`config.mk`:
```
export PLATFORM = sky130hd
export DESIGN_NAME = nv_nvdla_dmaif_wr_router_flat
export DESIGN_NICKNAME = d
export VERILOG_FILES = /design/src/rtl/nv_nvdla_dmaif_wr_router_if.sv /design/src/rtl/nv_nvdla_dmaif_wr_router.sv /design/src/flat_wrapper.sv
export SDC_FILE = /design/constraint.sdc
export NUM_CORES = 2
export LEC_CHECK = 0
export BUFFER_PORTS_ARGS = -buffer_cell sky130_fd_sc_hd__clkbuf_2
export CAP_MARGIN = 20
export CORE_AREA = 2 2 615 617
export CTS_CLUSTER_SIZE = 10
export DETAILED_ROUTE_END_ITERATION = 8
export DIE_AREA = 0 0 617 619
export GPL_TIMING_DRIVEN = 0
export HOLD_SLACK_MARGIN = 0.1
export MAX_ROUTING_LAYER = met4
export PLACE_DENSITY = 0.45
export SLEW_MARGIN = 20
export SYNTH_ARGS = -nofsm -noshare
export SYNTH_HDL_FRONTEND = slang
export SYNTH_SLANG_ARGS = --single-unit
```
`constraint.sdc`:
```
create_clock -name nvdla_core_clk -period 99.6 [get_ports nvdla_core_clk]
set_input_delay 19.92 -clock nvdla_core_clk [delete_from_list [all_inputs] [get_ports nvdla_core_clk]]
set_output_delay 19.92 -clock nvdla_core_clk [all_outputs]
set_load 0.005 [all_outputs]
```
`src/rtl/nv_nvdla_dmaif_wr_router_if.sv`:
```
// Bus bundle for the write-DMA router: client request side, per-interface
// NOC request/completion side and the ordered completion/status outputs.
interface nv_nvdla_dmaif_wr_router_if #(
    parameter int NUM_IF    = 2,
    parameter int PD_W      = 515,
    parameter int ACK_DEPTH = 4
);
    localparam int IF_W  = (NUM_IF > 1) ? $clog2(NUM_IF) : 1;
    localparam int OCC_W = $clog2(ACK_DEPTH) + 1;

    logic [IF_W-1:0]        reg2dp_dst_ram_type;
    logic [PD_W-1:0]        dmaif_wr_req_pd;
    logic                   dmaif_wr_req_pvld;
    logic                   dmaif_wr_req_require_ack;
    logic                   dmaif_wr_req_prdy;
    logic [NUM_IF*PD_W-1:0] if_wr_req_pd;
    logic [NUM_IF-1:0]      if_wr_req_valid;
    logic [NUM_IF-1:0]      if_wr_req_ready;
    logic [NUM_IF-1:0]      if_wr_rsp_complete;
    logic                   dmaif_wr_rsp_complete;
    logic [OCC_W-1:0]       dmaif_wr_ack_pending;
    logic                   dmaif_wr_err;

    // Environment view: client write engine plus the NOC write ports.
    modport master (
        output reg2dp_dst_ram_type, dmaif_wr_req_pd, dmaif_wr_req_pvld,
               dmaif_wr_req_require_ack, if_wr_req_ready, if_wr_rsp_complete,
        input  dmaif_wr_req_prdy, if_wr_req_pd, if_wr_req_valid,
               dmaif_wr_rsp_complete, dmaif_wr_ack_pending, dmaif_wr_err
    );

    modport slave (
        input  reg2dp_dst_ram_type, dmaif_wr_req_pd, dmaif_wr_req_pvld,
               dmaif_wr_req_require_ack, if_wr_req_ready, if_wr_rsp_complete,
        output dmaif_wr_req_prdy, if_wr_req_pd, if_wr_req_valid,
               dmaif_wr_rsp_complete, dmaif_wr_ack_pending, dmaif_wr_err
    );
endinterface

```
`src/rtl/nv_nvdla_dmaif_wr_router.sv`:
```
// Write-DMA request router with one skid buffer per memory interface and an
// in-order completion sequencer driven by a FIFO of ack-required destinations.
module nv_nvdla_dmaif_wr_router #(
    parameter int NUM_IF    = 2,
    parameter int PD_W      = 515,
    parameter int ACK_DEPTH = 4,
    parameter int CNT_W     = 4
) (
    input  logic nvdla_core_clk,
    input  logic nvdla_core_rst,
    nv_nvdla_dmaif_wr_router_if.slave bus
);
    localparam int IF_W  = (NUM_IF > 1) ? $clog2(NUM_IF) : 1;
    localparam int PTR_W = $clog2(ACK_DEPTH);
    localparam int OCC_W = PTR_W + 1;
    localparam logic [IF_W:0] NUM_IF_L = (IF_W+1)'(NUM_IF);

    logic [IF_W-1:0]   sel;
    logic              sel_ok, sel_rdy, prdy, accept, push, rel;
    logic              fifo_full, fifo_empty, head_avail;
    logic [IF_W-1:0]   head;
    logic [NUM_IF-1:0] push_vec, rel_vec, avail;

    logic [NUM_IF-1:0] vld_q, vld_d, skid_vld_q, skid_vld_d;
    logic [PD_W-1:0]   pd_q [NUM_IF];
    logic [PD_W-1:0]   pd_d [NUM_IF];
    logic [PD_W-1:0]   skid_pd_q [NUM_IF];
    logic [PD_W-1:0]   skid_pd_d [NUM_IF];

    logic [IF_W-1:0]   ack_mem_q [ACK_DEPTH];
    logic [PTR_W-1:0]  wr_ptr_q, wr_ptr_d, rd_ptr_q, rd_ptr_d;
    logic [OCC_W-1:0]  occ_q, occ_d;

    logic [NUM_IF-1:0] comp_q;
    logic [CNT_W-1:0]  cnt_q [NUM_IF];
    logic [CNT_W-1:0]  cnt_d [NUM_IF];
    logic              err_q, err_d, rsp_q;

    assign sel        = bus.reg2dp_dst_ram_type;
    assign sel_ok     = {1'b0, sel} < NUM_IF_L;
    assign fifo_full  = (occ_q == OCC_W'(ACK_DEPTH));
    assign fifo_empty = (occ_q == '0);
    assign head       = ack_mem_q[rd_ptr_q];

    // NOTE: every always_comb output gets a default first so no path leaves it unassigned (no latch).
    always_comb begin
        sel_rdy    = 1'b0;
        push_vec   = '0;
        rel_vec    = '0;
        avail      = '0;
        head_avail = 1'b0;
        for (int i = 0; i < NUM_IF; i++) begin
            avail[i] = comp_q[i] | (cnt_q[i] != '0);
            if (sel == IF_W'(i)) sel_rdy = !skid_vld_q[i];
            if (head == IF_W'(i)) head_avail = avail[i];
        end
        // prdy is forced low in reset so every output reads 0 while rst is held.
        prdy   = !nvdla_core_rst && sel_ok && sel_rdy &&
                 !(bus.dmaif_wr_req_require_ack && fifo_full);
        accept = bus.dmaif_wr_req_pvld && prdy;
        push   = accept && bus.dmaif_wr_req_require_ack;
        rel    = !fifo_empty && head_avail;
        for (int i = 0; i < NUM_IF; i++) begin
            push_vec[i] = accept && (sel == IF_W'(i));
            rel_vec[i]  = rel && (head == IF_W'(i));
        end
    end

    // Output register plus one skid entry; ready upstream depends only on the skid flag.
    always_comb begin
        vld_d      = vld_q;
        skid_vld_d = skid_vld_q;
        pd_d       = pd_q;
        skid_pd_d  = skid_pd_q;
        for (int i = 0; i < NUM_IF; i++) begin
            if (!vld_q[i] || bus.if_wr_req_ready[i]) begin
                if (skid_vld_q[i]) begin
                    vld_d[i]      = 1'b1;
                    pd_d[i]       = skid_pd_q[i];
                    skid_vld_d[i] = 1'b0;
                end else begin
                    vld_d[i] = push_vec[i];
                    if (push_vec[i]) pd_d[i] = bus.dmaif_wr_req_pd;
                end
            end else if (push_vec[i]) begin
                skid_vld_d[i] = 1'b1;
                skid_pd_d[i]  = bus.dmaif_wr_req_pd;
            end
        end
    end

    always_comb begin
        wr_ptr_d = push ? wr_ptr_q + PTR_W'(1) : wr_ptr_q;
        rd_ptr_d = rel  ? rd_ptr_q + PTR_W'(1) : rd_ptr_q;
        occ_d    = occ_q;
        if (push && !rel)      occ_d = occ_q + OCC_W'(1);
        else if (!push && rel) occ_d = occ_q - OCC_W'(1);
    end

    // Early completions park in cnt until their interface reaches the FIFO head.
    always_comb begin
        cnt_d = cnt_q;
        err_d = err_q || (bus.dmaif_wr_req_pvld && !sel_ok);
        for (int i = 0; i < NUM_IF; i++) begin
            if (comp_q[i] && !rel_vec[i]) begin
                if (&cnt_q[i]) err_d = 1'b1;
                else           cnt_d[i] = cnt_q[i] + CNT_W'(1);
            end else if (!comp_q[i] && rel_vec[i]) begin
                cnt_d[i] = cnt_q[i] - CNT_W'(1);
            end
        end
    end

    // NOTE: sequential state uses non-blocking assignments so all registers update together.
    always_ff @(posedge nvdla_core_clk or posedge nvdla_core_rst) begin
        if (nvdla_core_rst) begin
            vld_q      <= '0;
            skid_vld_q <= '0;
            wr_ptr_q   <= '0;
            rd_ptr_q   <= '0;
            occ_q      <= '0;
            comp_q     <= '0;
            err_q      <= 1'b0;
            rsp_q      <= 1'b0;
            for (int i = 0; i < NUM_IF; i++) begin
                pd_q[i]      <= '0;
                skid_pd_q[i] <= '0;
                cnt_q[i]     <= '0;
            end
        end else begin
            vld_q      <= vld_d;
            skid_vld_q <= skid_vld_d;
            pd_q       <= pd_d;
            skid_pd_q  <= skid_pd_d;
            wr_ptr_q   <= wr_ptr_d;
            rd_ptr_q   <= rd_ptr_d;
            occ_q      <= occ_d;
            comp_q     <= bus.if_wr_rsp_complete;
            cnt_q      <= cnt_d;
            err_q      <= err_d;
            rsp_q      <= rel;
        end
    end

    // NOTE: the ack storage is not reset; occupancy and pointers alone say which entries are live.
    always_ff @(posedge nvdla_core_clk) begin
        if (push) ack_mem_q[wr_ptr_q] <= sel;
    end

    for (genvar g = 0; g < NUM_IF; g++) begin : g_pd
        assign bus.if_wr_req_pd[g*PD_W +: PD_W] = pd_q[g];
    end

    assign bus.dmaif_wr_req_prdy     = prdy;
    assign bus.if_wr_req_valid       = vld_q;
    assign bus.dmaif_wr_rsp_complete = rsp_q;
    assign bus.dmaif_wr_ack_pending  = occ_q;
    assign bus.dmaif_wr_err          = err_q;
endmodule

```
`src/flat_wrapper.sv`:
```
// flat-port wrapper written by rule: the top's interface ports become plain ports
module nv_nvdla_dmaif_wr_router_flat 
#(
    parameter int NUM_IF    = 2,
    parameter int PD_W      = 515,
    parameter int ACK_DEPTH = 4,
    parameter int CNT_W     = 4
)
  (nvdla_core_clk, nvdla_core_rst, bus_reg2dp_dst_ram_type, bus_dmaif_wr_req_pd, bus_dmaif_wr_req_pvld, bus_dmaif_wr_req_require_ack, bus_if_wr_req_ready, bus_if_wr_rsp_complete, bus_dmaif_wr_req_prdy, bus_if_wr_req_pd, bus_if_wr_req_valid, bus_dmaif_wr_rsp_complete, bus_dmaif_wr_ack_pending, bus_dmaif_wr_err);
  nv_nvdla_dmaif_wr_router_if #(.NUM_IF(NUM_IF), .PD_W(PD_W), .ACK_DEPTH(ACK_DEPTH)) bus_i ();
  input  logic nvdla_core_clk;
  input  logic nvdla_core_rst;
  input wire logic [$bits(bus_i.reg2dp_dst_ram_type)-1:0] bus_reg2dp_dst_ram_type;
  input wire logic [$bits(bus_i.dmaif_wr_req_pd)-1:0] bus_dmaif_wr_req_pd;
  input wire logic [$bits(bus_i.dmaif_wr_req_pvld)-1:0] bus_dmaif_wr_req_pvld;
  input wire logic [$bits(bus_i.dmaif_wr_req_require_ack)-1:0] bus_dmaif_wr_req_require_ack;
  input wire logic [$bits(bus_i.if_wr_req_ready)-1:0] bus_if_wr_req_ready;
  input wire logic [$bits(bus_i.if_wr_rsp_complete)-1:0] bus_if_wr_rsp_complete;
  output wire logic [$bits(bus_i.dmaif_wr_req_prdy)-1:0] bus_dmaif_wr_req_prdy;
  output wire logic [$bits(bus_i.if_wr_req_pd)-1:0] bus_if_wr_req_pd;
  output wire logic [$bits(bus_i.if_wr_req_valid)-1:0] bus_if_wr_req_valid;
  output wire logic [$bits(bus_i.dmaif_wr_rsp_complete)-1:0] bus_dmaif_wr_rsp_complete;
  output wire logic [$bits(bus_i.dmaif_wr_ack_pending)-1:0] bus_dmaif_wr_ack_pending;
  output wire logic [$bits(bus_i.dmaif_wr_err)-1:0] bus_dmaif_wr_err;
  assign bus_i.reg2dp_dst_ram_type = bus_reg2dp_dst_ram_type;
  assign bus_i.dmaif_wr_req_pd = bus_dmaif_wr_req_pd;
  assign bus_i.dmaif_wr_req_pvld = bus_dmaif_wr_req_pvld;
  assign bus_i.dmaif_wr_req_require_ack = bus_dmaif_wr_req_require_ack;
  assign bus_i.if_wr_req_ready = bus_if_wr_req_ready;
  assign bus_i.if_wr_rsp_complete = bus_if_wr_rsp_complete;
  assign bus_dmaif_wr_req_prdy = bus_i.dmaif_wr_req_prdy;
  assign bus_if_wr_req_pd = bus_i.if_wr_req_pd;
  assign bus_if_wr_req_valid = bus_i.if_wr_req_valid;
  assign bus_dmaif_wr_rsp_complete = bus_i.dmaif_wr_rsp_complete;
  assign bus_dmaif_wr_ack_pending = bus_i.dmaif_wr_ack_pending;
  assign bus_dmaif_wr_err = bus_i.dmaif_wr_err;
  nv_nvdla_dmaif_wr_router #(.NUM_IF(NUM_IF), .PD_W(PD_W), .ACK_DEPTH(ACK_DEPTH), .CNT_W(CNT_W)) u_core (.nvdla_core_clk(nvdla_core_clk), .nvdla_core_rst(nvdla_core_rst), .bus(bus_i));
endmodule
```
==> impl_metrics.py <==
metrics = {
    "outcome": {
        "outcome": "complete, no violations",
    },
    "timing": {
        "finalHoldViolCount": 0,
        "finalSetupViolCount": 0,
        "fmax_ghz": 0.02446,
        "rsz0062_at_grt": "false",
        "period_share_pct": 41.05,
        "holdWs_ns": 0.4825,
        "tightest_slew_ns": 1.180,
        "setup_tns_ns": 0,
        "slew_viol_final": 0,
        "min_period_ns": 40.88,
        "max_slew_margin_pct": 21.31,
        "skew_ns": 0.05025,
    },
    "setup_path": {
        "path_cells": "clkbuf_2 -> mux2i_1 -> nor3b_1 -> clkbuf_2",
        "cp-start-kind": "primary input",
        "cp-end-kind": "output port",
        "slowest_delay_ns": 0.38,
        "path_buf_inv": 2,
        "path_class": "in -> out",
        "crit_slowest_cell": "mux2i_1",
        "cp_max_fo": 7,
        "cp.arrival_ns": 20.96,
        "required_ns": 79.68,
        "cp_common_cell": "clkbuf_2",
        "critical-path-top-delay-family": "buffers and inverters",
    },
    "hold_path": {
        "hold_class": "reg -> reg",
    },
    "global_routing": {
        "grt_max_degree": 101,
        "gr-usage-all-layers_pct": 18.13,
        "grt_pass1_wl_um": 477300,
        "overflow": 0,
        "grt_pass1_vias": 58990,
        "antenna_found_initial": 121,
    },
    "power": {
        "p_leak_nw": 51.40,
        "peakVddDrop_mv": 0.01190,
        "p_per_area_nw_per_um2": 25.94,
    },
    "synth": {
        "synth_compound_area_share_pct": 0.2189,
        "synth-xor-area-share_pct": 0.1171,
        "yosys.area_share.simple_pct": 0.2983,
        "synth_top_family_by_area": "multiplexers",
        "synth-adder-area-share_pct": 0.1478,
        "synth.most_common_cell": "mux2_2",
        "synth_edf_count": 4,
        "synth_area_leaders": "dfrtp_1, mux2_2, mux2_1",
        "ys.flop_type": "dfrtp_1",
        "yosys.area.top_type": "dfrtp_1",
        "ys_seq_area_share_pct": 58.21,
        "synth_nets": 6166,
        "ys_types": 49,
        "ys_warn_count": 0,
        "synthArstFlopShare_pct": 99.81,
        "synth_mux_area_share_pct": 38.85,
        "syn-cell-area_sq_um": 89760,
        "ys_seq_elements": 2087,
        "synth_area_per_cell_sq_um": 15.94,
        "synth.top_cell.area_share_pct": 58.07,
        "syn_inst": 5632,
        "ys_top_cells_by_count": "mux2_2, dfrtp_1, buf_2",
    },
    "layout": {
        "area_growth_pct": 26.11,
        "final_util_pct": 30.21,
        "final_cells": 12720,
        "final_nets": 8032,
        "drive_above_1_share_pct": 67.86,
    },
    "floorplanning": {
        "die_height_um": 619,
        "core-area_sq_um": 374700,
        "io_pins": 1562,
        "placementRows": 225,
        "die-area_sq_um": 381900,
        "die_w_um": 617,
        "floorplan.initialDensity_pct": 23.95,
    },
    "flow_run": {
        "maxCapViolCount": 0,
    },
    "cts": {
        "tritoncts": "done",
        "cts_buffers": 270,
        "clock_latency_ns": 0.89,
        "htreeDepth": 5,
        "post-cts-setup-buffers": 0,
        "cts.reportedPaths.clkPinSlew_ns": 0.06,
        "clockBufferDepth": 4,
        "cts_hold_buffers": 0,
        "cts_resized": 0,
        "clock-sinks": 2087,
        "root_buffer": "clkbuf_16",
    },
    "drt": {
        "routed_wl_um": 344900,
        "wl_per_cell_um": 27.12,
        "vias": 55250,
        "drtAntennaViolNets": 0,
        "vias_per_cell": 4.344,
        "drtIter0Drc": 2274,
        "drc": 0,
        "drtPass1Iterations": 5,
    },
    "placement": {
        "portBuffers": 1561,
        "post-place-cells": 12220,
        "gp_congestion": 0.8382,
        "hpwl_um": 267400,
    },
}
state kept, by name, summed over array words and instances (netlist names), 3 cells and up:
name / cells
u_core.bus.dmaif_wr_ack_pending: 3
u_core.ack_mem_q: 4
u_core.cnt_q: 8
u_core.bus.if_wr_req_pd: 1030
u_core.skid_pd_q: 1030
worst paths after layout:
| kind | startpoint | end | slack, ns | depth (start not counted) |
|---|---|---|---|---|
| setup reg to reg | u_core.skid_vld_q[0] | u_core.bus.if_wr_req_pd[43] | 95.79 | 6 |
| setup / recovery | bus_reg2dp_dst_ram_type | bus_dmaif_wr_req_prdy | 58.72 | 4 |
| min in group asynchronous | nvdla_core_rst | u_core.skid_pd_q[1025] | 19.17 | 2 |
| hold / removal | u_core.skid_pd_q[818] | u_core.skid_pd_q[818] | 0.48 | 1 |
| hold reg to reg | u_core.skid_pd_q[818] | u_core.skid_pd_q[818] | 0.48 | 1 |
| max in group asynchronous | nvdla_core_rst | u_core.skid_pd_q[667] | 77.96 | 7 |
cell type report:
cell class	instances	area [sq um]
clock inverter	34	504.2
buffer	347	1901
timing repair buffer	1594	8701
multi-input combinational	3184	35580
tap	4994	6248
inverter	14	60.06
antenna	79	197.7
clock buffer	385	7761
fill	37910	261500
sequential	2087	52250
placed cells by master, fill, tap and decap left out, types with 13 or more instances in the layout:
cell type / Yosys / final
mux2_2: 2993 / 2993
dfrtp_1: 2083 / 2083
clkbuf_2: 0 / 1574
clkbuf_16: 0 / 280
clkbuf_1: 116 / 172
buf_2: 120 / 120
buf_4: 105 / 105
mux2_1: 101 / 101
diode_2: 0 / 79
clkbuf_8: 0 / 36
buf_16: 0 / 31
inv_1: 14 / 13
power by group:
| part | internal, mW | total (mW) | switching (mW) |
|---|---|---|---|
| combinational | 0.358 | 0.700 | 0.342 |
| sequential | 1.14 | 1.30 | 0.158 |
| clock | 0.552 | 0.941 | 0.389 |
logic make-up after synthesis:
| logic type | after synthesis |
|---|---|
| buffers and inverters | 361 |
| DFF | 2087 |
| AOI/OAI and AO/OA | 27 |
| and+or+nand+nor | 39 |
| muxes | 3096 |
| adders and majority gates | 10 |
| xor gates and xnor gates | 12 |
layer usage:
layer,vias up,wire [um],GRT usage [%]
met2,1446,173500,30.94
met5,-,0,-
met4,0,14150,6.649
met1,29050,134800,20.10
met3,551,22380,5.151
li1,24200,-,-
per-stage QoR:
stage	power (mW)	setup slack, ns	instance area (sq um)
global route	3.097	58.57	113200
floorplan	1.622	20.84	89760
global placement	2.024	-6.577	103800
detailed placement	2.027	58.65	104700
CTS	2.995	58.66	113000
finish	2.936	58.72	113200
No activity file was read; power rests on OpenSTA's default activity.
